[src/rtl/wb_initiator.sv]
`default_nettype none
// ============================================================================
// Module      : wb_initiator
// Description : Wishbone classic single-cycle master with a watchdog timeout,
//               driven by a valid/ready command stream and returning a held
//               valid/ready response.
// Revision    : 1.0 - initial release
// ============================================================================
module wb_initiator #(
    parameter int TIMEOUT = 255,
    parameter int TO_W    = 8
) (
    input  logic        clk,
    input  logic        rst,
    input  logic        cmd_val,
    output logic        cmd_rdy,
    input  logic        cmd_we,
    input  logic [31:0] cmd_adr,
    input  logic [3:0]  cmd_sel,
    input  logic [31:0] cmd_dat,
    output logic        rsp_val,
    input  logic        rsp_rdy,
    output logic [31:0] rsp_dat,
    output logic        rsp_err,
    output logic        wbm_cyc_o,
    output logic        wbm_stb_o,
    output logic        wbm_we_o,
    output logic [3:0]  wbm_sel_o,
    output logic [31:0] wbm_adr_o,
    output logic [31:0] wbm_dat_o,
    input  logic        wbm_ack_i,
    input  logic [31:0] wbm_dat_i
);

    localparam logic [1:0]      c_IDLE    = 2'd0;
    localparam logic [1:0]      c_BUS     = 2'd1;
    localparam logic [1:0]      c_RSP     = 2'd2;
    localparam logic [TO_W-1:0] c_WD_LAST = TO_W'(TIMEOUT - 1);

    logic [1:0]      r_state;
    logic [TO_W-1:0] r_wdog;
    logic            r_cyc;
    logic            r_we;
    logic [3:0]      r_sel;
    logic [31:0]     r_adr;
    logic [31:0]     r_wdat;
    logic            r_rsp_val;
    logic [31:0]     r_rsp_dat;
    logic            r_rsp_err;

    // Only the command-ready flag is decoded; everything else leaves a flop.
    assign cmd_rdy   = (r_state == c_IDLE);
    assign rsp_val   = r_rsp_val;
    assign rsp_dat   = r_rsp_dat;
    assign rsp_err   = r_rsp_err;
    assign wbm_cyc_o = r_cyc;
    assign wbm_stb_o = r_cyc;
    assign wbm_we_o  = r_we;
    assign wbm_sel_o = r_sel;
    assign wbm_adr_o = r_adr;
    assign wbm_dat_o = r_wdat;

    always_ff @(posedge clk) begin
        if (rst) begin
            r_state   <= c_IDLE;
            r_wdog    <= '0;
            r_cyc     <= 1'b0;
            r_we      <= 1'b0;
            r_sel     <= 4'd0;
            r_adr     <= 32'd0;
            r_wdat    <= 32'd0;
            r_rsp_val <= 1'b0;
            r_rsp_dat <= 32'd0;
            r_rsp_err <= 1'b0;
        end else begin
            case (r_state)
                c_IDLE: begin
                    if (cmd_val) begin
                        r_we    <= cmd_we;
                        r_sel   <= cmd_sel;
                        r_adr   <= cmd_adr;
                        r_wdat  <= cmd_dat;
                        r_cyc   <= 1'b1;
                        r_wdog  <= '0;
                        r_state <= c_BUS;
                    end
                end
                c_BUS: begin
                    // An ack on the watchdog's last cycle still completes normally.
                    if (wbm_ack_i) begin
                        r_rsp_dat <= r_we ? 32'd0 : wbm_dat_i;
                        r_rsp_err <= 1'b0;
                        r_rsp_val <= 1'b1;
                        r_cyc     <= 1'b0;
                        r_state   <= c_RSP;
                    end else if (r_wdog == c_WD_LAST) begin
                        r_rsp_dat <= 32'd0;
                        r_rsp_err <= 1'b1;
                        r_rsp_val <= 1'b1;
                        r_cyc     <= 1'b0;
                        r_state   <= c_RSP;
                    end else begin
                        r_wdog <= r_wdog + TO_W'(1);
                    end
                end
                c_RSP: begin
                    if (rsp_rdy) begin
                        r_rsp_val <= 1'b0;
                        r_state   <= c_IDLE;
                    end
                end
                default: begin
                    r_state <= c_IDLE;
                end
            endcase
        end
    end

endmodule
`default_nettype wire

[config.mk]
export PLATFORM = sky130hd
export DESIGN_NAME = wb_initiator
export DESIGN_NICKNAME = d
export VERILOG_FILES = /design/src/rtl/wb_initiator.sv
export SDC_FILE = /design/constraint.sdc
export NUM_CORES = 1
export LEC_CHECK = 0
export BUFFER_PORTS_ARGS = -buffer_cell sky130_fd_sc_hd__buf_2
export CAP_MARGIN = 0
export CELL_PAD_IN_SITES_DETAIL_PLACEMENT = 0
export CELL_PAD_IN_SITES_GLOBAL_PLACEMENT = 1
export CORE_ASPECT_RATIO = 1.25
export CORE_UTILIZATION = 32
export DETAILED_ROUTE_END_ITERATION = 10
export GPL_TIMING_DRIVEN = 0
export PLACE_DENSITY_LB_ADDON = 0.1
export SLEW_MARGIN = 25
export SYNTH_ARGS = -nofsm -noshare
export SYNTH_HDL_FRONTEND = slang
export SYNTH_SLANG_ARGS = --single-unit
[constraint.sdc]
create_clock -name clk -period 1.8 [get_ports clk]
set_clock_uncertainty 0.2 [all_clocks]
set_input_delay 0.18 -clock clk [delete_from_list [all_inputs] [get_ports clk]]
set_output_delay 0.18 -clock clk [all_outputs]
set_load 0.03 [all_outputs]
# After elaboration in Yosys (flattened, before gate mapping)
# Cells that the tools add are included.
dict set report word_totals {
  in_bits 106
  register_bits 114
  output_inout_bits 106
}
dict set report classes {
  eq_ne 8
  n_addsub 1
  reduce_logical 10
  mux 21
}
# cell count
set op_table {}
lappend op_table {{2-to-1 mux 32 bit} 3}
lappend op_table {{2-to-1 mux 8 bit} 3}
lappend op_table {{one-hot mux 8 bit (2 select lines)} 1}
lappend op_table {{AND reduction 3 bit} 3}
lappend op_table {{adder 8 x 1 -> 8 bit (second input constant)} 1}
lappend op_table {{== test 8 bit (second input constant)} 1}
lappend op_table {{2-to-1 mux 2 bit} 4}
lappend op_table {{!= test 2 bit (second input constant)} 4}
lappend op_table {{2-to-1 mux 1 bit} 7}
lappend op_table {{one-hot mux 2 bit (3 select lines)} 1}
lappend op_table {{nonzero test 2 bit} 3}
lappend op_table {{one-hot mux 1 bit (2 select lines)} 2}
lappend op_table {{AND reduction 2 bit} 2}
lappend op_table {{AND reduction 4 bit} 1}
lappend op_table {{!= test 3 bit (second input constant)} 1}
lappend op_table {{== test 2 x 1 -> 1 bit (second input constant)} 1}
lappend op_table {{== test 2 bit (second input constant)} 1}
lappend op_table {{zero test 2 bit} 1}

# Depth between registers and ports, before layout
# Gate-level depths: netlist of run 1.
dict set report depth {
  word_depth 4
  mapped_depth 7
  depth_no_buf 6
}

# Least setup slack after synthesis of run 1
# Ideal clock, no wire load.
dict set report synth_timing {
  path_kind {register to register}
  start {register r_wdog[0]}
  end {register r_rsp_dat[10], in the netlist rsp_dat[10]}
  path_slack_ps 206
  path_stages_with_launch 8
  required_ps 1528
  arrival_ps 1323
  synth_period_minus_slack_ps 1594
  setup_time_ps 72
  path_cell_list {dfxtp_1 inv_1 ha_1 nand3_1 o21ai_2 nand2_2 buf_6 mux2i_1}
}
dict set report synth_via {
  elab_chain_cells 3
}
# item line_no
set synth_lines {}
lappend synth_lines {{from (decl)} 41} ;# logic [TO_W-1:0] r_wdog;
lappend synth_lines {{from (signal assigned)} 103} ;# r_wdog <= r_wdog + TO_W'(1);
lappend synth_lines {{== test 8 bit} 96} ;# end else if (r_wdog == c_WD_LAST) begin
lappend synth_lines {{nonzero test 2 bit (no line)} -}
lappend synth_lines {{AND reduction 2 bit (no line)} -}
lappend synth_lines {{to (signal assigned)} 91} ;# r_rsp_dat <= r_we ? 32'd0 : wbm_dat_i;
lappend synth_lines {{to (decl)} 48} ;# logic [31:0] r_rsp_dat;
# Every way passes these cells.
# A chain may end at the register's enable or synchronous reset.

# Final worst setup path of run 1
dict set report layout_timing {
  start {register r_wdog[1]}
  end {register r_wdog[1]}
}
dict set report layout_via {
  elab_chain_cells 4
}
# item line_no
set layout_lines {}
lappend layout_lines {{adder 8 x 1 -> 8 bit} 103}
lappend layout_lines {{2-to-1 mux 8 bit} 96}
lappend layout_lines {{2-to-1 mux 8 bit} 90} ;# if (wbm_ack_i) begin
lappend layout_lines {{one-hot mux 8 bit (2 select lines)} 76} ;# case (r_state)
# Parallel ways exist; a longest one is shown, timed or not. The select of a mux whose other input is x is not followed.

==> results of run 1 <==
-- sequential cells by signal (all words and copies together) (netlist names) --
| signal | cells |
|---|---|
| rsp_val | 1 |
| r_wdog | 8 |
| rsp_err | 1 |
| wbm_adr_o | 32 |
| wbm_cyc_o | 1 |
| wbm_dat_o | 32 |
| rsp_dat | 32 |
| wbm_we_o | 1 |
| wbm_sel_o | 4 |
| r_state | 2 |
-- power by group --
part	internal [mW]	switching [mW]	total, mW
clock network	2.19	1.16	3.35
registers	2.65	0.0671	2.72
logic	0.478	0.645	1.12
total	5.32	1.87	7.19
-- final cells by class --
cell class	count	area, sq um	share of cell area, %
Clock buffer	20	447	6.08
Tap cell	171	214	2.91
Sequential cell	114	2280	31.1
Timing Repair Buffer	319	2130	29.0
Buffer	34	185	2.52
Clock inverter	11	138	1.87
Multi-Input combinational cell	362	1930	26.3
Inverter	2	7.51	0.102
-- cells in the mapped netlist, drive strengths merged --
library cell | count | area (sq um)
nand2 | 175 | 659
dfxtp | 114 | 2280
a21oi | 73 | 365
nand2b | 33 | 206
mux2i | 32 | 320
buf | 23 | 139
clkbuf | 11 | 41.3
nand3 | 8 | 40.0
nor2 | 7 | 26.3
a2bb2oi | 5 | 43.8
o21ai | 4 | 23.8
a21boi | 3 | 22.5
and2 | 3 | 18.8
nor3 | 3 | 20.0
ha | 2 | 25.0
inv | 2 | 7.51
nand3b | 2 | 15.0
nor3b | 2 | 31.3
o211ai | 2 | 25.0
or3b | 2 | 17.5
and2b | 1 | 7.51
and3 | 1 | 6.26
mux2 | 1 | 11.3
nand4 | 1 | 12.5
o21a | 1 | 7.51
o22ai | 1 | 6.26
-- worst reg2reg max path: stages (launching register included) --
cell,delay [ns]
dfxtp_1,0.39
ha_1,0.21
nand3_2,0.12
o211ai_2,0.28
mux2_1,0.35
nor2_1,0.08
-- final timing paths --
path | start | end | slack [ns] | cells past startpoint
setup / recovery | r_wdog[1] | r_wdog[1] | 0.11 | 5
hold / removal | wbm_ack_i | r_state[0] | 0.06 | 4
setup reg to reg | r_wdog[1] | r_wdog[1] | 0.11 | 5
hold reg to reg | wbm_dat_o[6] | wbm_dat_o[6] | 0.25 | 2
-- repair_timing --
action,in CTS,in global routing
hold buffers,106,0
setup endpoints to repair,70,57
pin swaps,1,2
endpoints found under the hold margin,105,0
buffers inserted,0,2
gates resized for setup,2,7
-- per-layer routing --
layer	vias to the layer above	part of all wire [%]
met2	164	48
met1	2069	43
li1	2344	-
met4	0	2.1
met3	20	6.7
met5	-	0
-- kinds of logic after synthesis --
family / count (synthesis) / synth area share [%]
mux: 33 / 7.57
simple gates: 238 / 24.2
fa+ha+maj: 2 / 0.571
flops: 114 / 52.1
compound gates: 89 / 11.3
buf+inv: 36 / 4.28
==> reports/metrics.csv, run 1 <==
stage,metric,value,unit
status,run status,finished clean,
detailed_routing,first-pass iteration count of the detailed router,4,
global_route,met3 Use GR,5.91,%
flow_run,Max Cap Viol,0,
critical_path,delay of the slowest cell on the worst path,0.39,ns
placed_design,Post-DP Area,0.00565,sq mm
finish,Layout Utilization,55.2,%
die,io pins,212,
timing,max-slew violations,0,
synth,Mapped Nets,620,
critical_path,Worst Path Required,1.93,ns
timing,fin crit period,1.69,ns
critical_path,crit-path leading delay family,flip-flops,
critical_path,"critical path, cell by cell",ha_1 -> nand3_2 -> o211ai_2 -> mux2_1 -> nor2_1,
finish,proportion of layout cells with a drive suffix above 1,32.0,%
global_route,GRT busiest layer,met2,
placed_design,Port Buffer Count,211,
detailed_routing,Routed wire per std cell,13.1,um
timing,Hold WS,0.0596,ns
finish,number of diodes,0,
timing,worst rel slew slack,65.7,%
synth,post-synthesis cell type count,34,
power,peak supply drop,499,uV
detailed_routing,drt drc,0,
placed_design,worst slack at placement,-0.154,ns
critical_path,Setup CP Type,flip-flop to flip-flop,
timing,post-route clock period utilization,94.1,%
critical_path,Crit. End Element,flip-flop,
die,Die W,107,um
synth,yosys warns,0,
timing,Worst-Margin Slew,0.514,ns
critical_path,CP Launch Type,flip-flop,
finish,"most common cell after layout, fill and taps aside",buf_2,
cts,H-Tree Depth,4,
cts,CTS root buffer,clkbuf_16,
global_route,GR Layer Usage met1,21.9,%
finish,Final Instance Area,0.00734,sq mm
finish,Nets,958,
global_route,GRT met2 Usage,32.6,%
cts,clock-pin slew on the worst setup and hold paths,0.05,ns
finish,Fill cells,1248,
global_route,initial antenna violation count,0,
synth,"Seq/Total Area, Yosys",52.1,%
cts,CTS tree,yes,
power,total power,7.19,mW
timing,final setup vio count,0,
timing,RSZ-0062 raised after global routing,no,
cts,Clock Sink Count,114,
timing,Setup TNS Final,0,ns
critical_path,crit path buf inv count,0,
synth,Synth Register Bits,114,
finish,synthesis-to-finish area growth,67.6,%
finish,most frequent cells in the layout,"buf_2, nand2_1, dfxtp_1",
placed_design,placed cell count,894,
placed_design,post-DP HPWL,9410,um
placed_design,RD Place Congestion,0.776,
timing,Final Hold Vio Count,0,
die,Initial Utilization,33.0,%
global_route,first-pass GRT wire length,21500,um
cts,Clock Latency Late Sink,0.40,ns
detailed_routing,drt via density,4.45,
detailed_routing,Detailed Route Iter0 Violations,147,
global_route,largest net degree at the start of global routing,17,
power,PD cells,980,mW/mm^2
critical_path,Slowest cell on crit path,dfxtp_1,
timing,final worst-path setup slack,0.107,ns
power,LEAKAGE,3.53,nW
critical_path,CP max FO,5,
detailed_routing,via count,4597,
global_route,number of global-route vias before repair,4563,
synth,Mapped Area,0.00438,sq mm
finish,"Cell Count, Final, Fillers Out",1033,
cts,TritonCTS Buffers,17,
global_route,GR Util All Layers,19.2,%
global_route,grt total ovfl,0,
detailed_routing,Total Routed Length,13500,um
timing,FMAX,0.591,GHz
synth,cells after synthesis,512,
synth,Post-Syn Area per Cell,8.56,sq um
die,core box area,0.0133,sq mm
die,Die H,133,um
detailed_routing,post-route ant nets,0,
die,Rows,47,
min_path,HP Class,input pin to flip-flop,
die,Die ar.,0.0142,sq mm
cts,clk buf depth,2,
critical_path,crit path DAT,1.83,ns
No activity file was read; power rests on OpenSTA's default activity.
==> run 2, diff against run 1 <==
ABC_AREA = 1   (was not set)
CORE_UTILIZATION = 34   (was 32)
SETUP_SLACK_MARGIN = 0.02   (was not set)
clock period = 2.1 ns   (was 1.8 ns; I/O delays follow)
==> reports/metrics.csv, run 2 <==
stage,metric,value,unit
status,run status,finished clean,
power,power share of the sequential group,36.9,%
critical_path,CP Launch Type,flip-flop,
cts,CTS tree,yes,
critical_path,Critical Path Sink,rsp_dat[29],
finish,Nets,1065,
global_route,grt total ovfl,0,
critical_path,Worst R2R Setup Slack,0.32,ns
timing,final worst-path setup slack,0.316,ns
power,PD cells,909,mW/mm^2
timing,Setup TNS Final,0,ns
die,Rows,46,
die,core box area,0.0128,sq mm
synth,synth top area cells,"dfxtp_1, nor2_1, o21ai_0",
critical_path,Crit. End Element,flip-flop,
flow_run,Max Cap Viol,0,
synth,cells after synthesis,623,
synth,post-synthesis async set-or-reset flop share,0,%
power,clock network power share,41.7,%
synth,number of synthesized flops with an enable pin,0,
critical_path,Setup CP Type,flip-flop to flip-flop,
finish,"most common cell after layout, fill and taps aside",nor2_1,
cts,setup repair bufs after CTS,0,
die,Initial Utilization,35.1,%
die,Die H,130,um
synth,Synth Register Bits,114,
min_path,HP Class,input pin to flip-flop,
cts,"Hold-fix buffers, CTS",104,
timing,FMAX,0.560,GHz
cts,H-Tree Depth,4,
synth,Post-Syn Area per Cell,7.21,sq um
critical_path,FF-to-FF End,rsp_dat[29],
cts,Clock Sink Count,114,
critical_path,CP startpoint,r_wdog[0],
cts,clock-pin slew on the worst setup and hold paths,0.06,ns
timing,RSZ-0062 raised after global routing,no,
power,switching share of total power,30.4,%
finish,synthesis-to-finish area growth,64.3,%
critical_path,RR Startpoint,r_wdog[0],
global_route,initial antenna violation count,0,
synth,Mapped Nets,731,
global_route,number of global-route vias before repair,4740,
cts,TritonCTS Buffers,17,
critical_path,worst-case reg-to-reg path depth,10,
synth,most frequent cells after synthesis,"nor2_1, dfxtp_1, o21ai_0",
detailed_routing,drt via density,4.34,
synth,Yosys top cell area share,50.8,%
cts,CTS root buffer,clkbuf_16,
power,switching pwr,2.03,mW
critical_path,crit path DAT,1.89,ns
detailed_routing,first-pass iteration count of the detailed router,4,
power,cell-internal power,4.67,mW
timing,worst rel slew slack,60.3,%
detailed_routing,via count,4937,
finish,Final Instance Area,0.00738,sq mm
placed_design,Post-DP Area,0.00576,sq mm
global_route,GR Util All Layers,20.8,%
finish,"Cell Count, Final, Fillers Out",1138,
cts,post-CTS resize count,0,
placed_design,worst slack at placement,0.125,ns
synth,Mapped Area,0.00449,sq mm
timing,post-route clock period utilization,85.0,%
placed_design,post-DP HPWL,9660,um
timing,Final Hold Vio Count,0,
synth,Synth Flop Type,dfxtp_1,
finish,number of diodes,0,
cts,Clock Latency Late Sink,0.41,ns
global_route,first-pass GRT wire length,22500,um
die,io pins,212,
power,peak supply drop,524,uV
placed_design,placed cell count,1002,
timing,final setup vio count,0,
die,Die W,105,um
cts,clk buf depth,2,
power,LEAKAGE,3.69,nW
synth,top-count cell post-synth,nor2_1,
synth,post-synth top area cell,dfxtp_1,
detailed_routing,drt drc,0,
synth,"Seq/Total Area, Yosys",50.8,%
critical_path,CP max FO,10,
timing,max-slew violations,0,
placed_design,RD Place Congestion,0.790,
die,Die ar.,0.0137,sq mm
detailed_routing,Total Routed Length,14000,um
critical_path,Worst Path Required,2.20,ns
global_route,largest net degree at the start of global routing,17,
timing,Hold WS,0.182,ns
finish,most frequent cells in the layout,"nor2_1, buf_2, dfxtp_1",
finish,proportion of layout cells with a drive suffix above 1,27.8,%
timing,fin crit period,1.78,ns
synth,post-synthesis cell type count,23,
synth,yosys warns,0,
detailed_routing,Detailed Route Iter0 Violations,141,
detailed_routing,Routed wire per std cell,12.3,um
power,combinational power share,21.4,%
timing,Worst-Margin Slew,0.596,ns
detailed_routing,post-route ant nets,0,
placed_design,Port Buffer Count,211,
[run 2: stage by stage]
step / util (%) / power [mW]
finish: 57.7 / 6.70
global placement: 45.0 / 3.78
CTS: 57.7 / 6.78
detailed placement: 45.0 / 3.80
floorplan: - / 3.37
global route: 57.7 / 7.06
[run 2: logic make-up after synthesis]
kind of cell	count (synthesis)	synth area share (%)
adders and majority gates	2	0.557
buffers and inverters	88	8.64
and+or+nand+nor	309	27.6
AOI/OAI and AO/OA	110	12.3
DFF	114	50.8
[run 2: layout make-up]
class | count | area [sq um]
fill | 1243 | 5400
buffer | 37 | 196
tap | 168 | 210
sequential | 114 | 2280
timing repair buffer | 315 | 2100
clock buffer | 19 | 443
inverter | 51 | 191
clock inverter | 13 | 136
multi-input combinational | 421 | 1820
[run 2: routing by layer]
metal  vias up  GRT usage, %  share of wire (%)  routed length, um
met5         -             0                  0                  0
met4         0          7.54                1.5                214
met3        21          7.04                6.6                928
met2       154          37.9                 50               6950
met1      2162          22.6                 42               5870
li1       2600             -                  -                  -
[run 2: worst min-delay path by stage]
stage / end / cells past startpoint / startpoint / slack, ns
6_report: wbm_adr_o[31] / 5 / rst / 0.18
5_1_grt: wbm_adr_o[22] / 5 / rst / 0.24
4_1_cts: wbm_adr_o[23] / 5 / rst / 0.16
3_5_place_dp: wbm_adr_o[24] / 2 / wbm_adr_o[24] / 0.26
3_3_place_gp: rsp_err / 2 / rsp_err / 0.26
2_1_floorplan: r_wdog[2] / 1 / rst / 0.08
[run 2: critical path: stages (launching register included)]
cell,delay [ns]
dfxtp_1,0.34
inv_1,0.09
ha_1,0.14
inv_1,0.06
nor2_4,0.13
nand3_4,0.13
nand2_2,0.12
buf_2,0.22
o21ai_0,0.12
nand2_1,0.08
nor2_1,0.05
[run 2: power groups by stage]
| stage | registers, mW | logic, mW | clock network [mW] |
|---|---|---|---|
| 2_1_floorplan | 2.88 | 0.491 | 0 |
| 3_3_place_gp | 2.51 | 1.27 | 0 |
| 3_5_place_dp | 2.51 | 1.28 | 0 |
| 4_1_cts | 2.47 | 1.44 | 2.86 |
| 5_1_grt | 2.50 | 1.58 | 2.99 |
| 6_report | 2.47 | 1.43 | 2.80 |
==> run 3, diff against run 2 <==
CORE_UTILIZATION = 31   (was 34)
clock period = 1.8 ns   (was 2.1 ns; I/O delays follow)
==> reports/metrics.csv, run 3 (synthesized netlist as in run 2, its figures left out) <==
stage,metric,value,unit
status,run status,finished clean,
die,Rows,48,
timing,RSZ-0062 raised after global routing,yes,
finish,synthesis-to-finish area growth,69.0,%
critical_path,RR Startpoint,r_wdog[0],
finish,most frequent cells in the layout,"nor2_1, buf_2, dfxtp_1",
global_route,initial antenna violation count,0,
timing,max-slew violations,0,
finish,number of diodes,0,
cts,Clock Sink Count,114,
die,Initial Utilization,32.1,%
min_path,HP Class,input pin to flip-flop,
timing,worst rel slew slack,61.9,%
min_path,WHS Path Cells,5,
critical_path,Crit. End Element,flip-flop,
detailed_routing,Total Routed Length,14500,um
cts,clk buf depth,2,
critical_path,crit path DAT,1.78,ns
global_route,grt total ovfl,0,
placed_design,post-DP HPWL,10000,um
timing,final setup vio count,0,
timing,Hold WS,0.116,ns
cts,TritonCTS Buffers,17,
placed_design,Port Buffer Count,211,
critical_path,Critical Path Sink,rsp_dat[22],
die,Die H,137,um
power,PD cells,1080,mW/mm^2
timing,post-route clock period utilization,92.9,%
timing,Worst-Margin Slew,0.572,ns
detailed_routing,via count,5057,
cts,clock-pin slew on the worst setup and hold paths,0.06,ns
critical_path,CP max FO,6,
cts,Clock Latency Late Sink,0.41,ns
timing,Setup TNS Final,0,ns
detailed_routing,drt via density,4.38,
min_path,HP Start,rst,
critical_path,Worst R2R Setup Slack,0.13,ns
timing,fin crit period,1.67,ns
critical_path,Setup CP Type,flip-flop to flip-flop,
power,peak supply drop,727,uV
finish,"most common cell after layout, fill and taps aside",nor2_1,
cts,CTS tree,yes,
critical_path,worst-case reg-to-reg path depth,11,
detailed_routing,drt drc,0,
die,Die W,110,um
finish,Final Instance Area,0.00759,sq mm
finish,proportion of layout cells with a drive suffix above 1,29.3,%
critical_path,CP startpoint,r_wdog[0],
placed_design,Post-DP Area,0.00576,sq mm
critical_path,CP Launch Type,flip-flop,
cts,H-Tree Depth,4,
global_route,first-pass GRT wire length,22500,um
detailed_routing,Detailed Route Iter0 Violations,195,
die,io pins,212,
global_route,number of global-route vias before repair,4854,
die,core box area,0.0140,sq mm
critical_path,Worst Path Required,1.91,ns
global_route,GR Util All Layers,19.7,%
global_route,largest net degree at the start of global routing,17,
detailed_routing,Routed wire per std cell,12.6,um
finish,Nets,1074,
detailed_routing,post-route ant nets,0,
flow_run,Max Cap Viol,0,
power,LEAKAGE,3.78,nW
placed_design,RD Place Congestion,0.775,
critical_path,FF-to-FF End,rsp_dat[22],
finish,Fill cells,1325,
die,Die ar.,0.0150,sq mm
timing,Final Hold Vio Count,0,
detailed_routing,first-pass iteration count of the detailed router,4,
cts,CTS root buffer,clkbuf_16,
timing,FMAX,0.598,GHz
## run 3: repair_timing
item / in CTS / in global routing
cloned: 0 / 2
endpoints found under the setup margin: 15 / 38
endpoints found under the hold margin: 106 / 0
pin swaps: 0 / 4
hold buffers: 104 / 0
buffers inserted: 0 / 7
resized for setup: 2 / 15
## run 3: worst min-delay path by stage
stage                    endpoint  slack, ns
floorplan               r_wdog[2]       0.05
global placement    wbm_dat_o[18]       0.23
detailed placement   wbm_dat_o[9]       0.23
CTS                  wbm_sel_o[3]       0.11
global route        wbm_adr_o[21]       0.17
finish               wbm_sel_o[3]       0.12
## run 3: final cells by class
class,instances,area (sq um),area share (%)
clock buffer,19,453,5.97
multi-input combinational,421,1840,24.3
sequential,114,2290,30.2
timing repair buffer,324,2200,29.0
clock inverter,13,183,2.41
inverter,51,191,2.52
buffer,37,210,2.77
tap,175,219,2.89
## run 3: critical path: stages (launching register included)
cell	delay [ns]
dfxtp_4	0.36
inv_2	0.08
ha_4	0.13
inv_2	0.03
nor2_4	0.10
nand3_4	0.12
nand2_4	0.12
buf_8	0.13
clkbuf_16	0.14
o21ai_1	0.05
nand2_1	0.07
nor2_1	0.04
## run 3: report_power, final
group | internal [mW] | switching, mW | leakage (nW)
Clock | 2.38 | 1.22 | 0.301
Combinational | 0.651 | 1.07 | 2.54
Sequential | 2.76 | 0.124 | 0.942
## run 3: metal layers
| metal | vias up | GRT usage, % | routed length [um] |
|---|---|---|---|
| met2 | 161 | 34.9 | 7300 |
| met1 | 2248 | 21.1 | 6030 |
| li1 | 2620 | - | - |
| met5 | - | 0 | 0 |
| met4 | 0 | 9.48 | 343 |
| met3 | 28 | 6.05 | 841 |
## run 3: metrics by stage
step           power, mW  std cells  setup slack, ns  utilization [%]
3_3_place_gp        4.42       1009           -0.128             41.2
4_1_cts             8.25       1145           0.0135             53.2
5_1_grt             8.59       1154           0.0190             54.2
2_1_floorplan       3.93        623            0.138                -
3_5_place_dp        4.45       1009           -0.168             41.2
6_report            8.21       1154            0.128             54.2
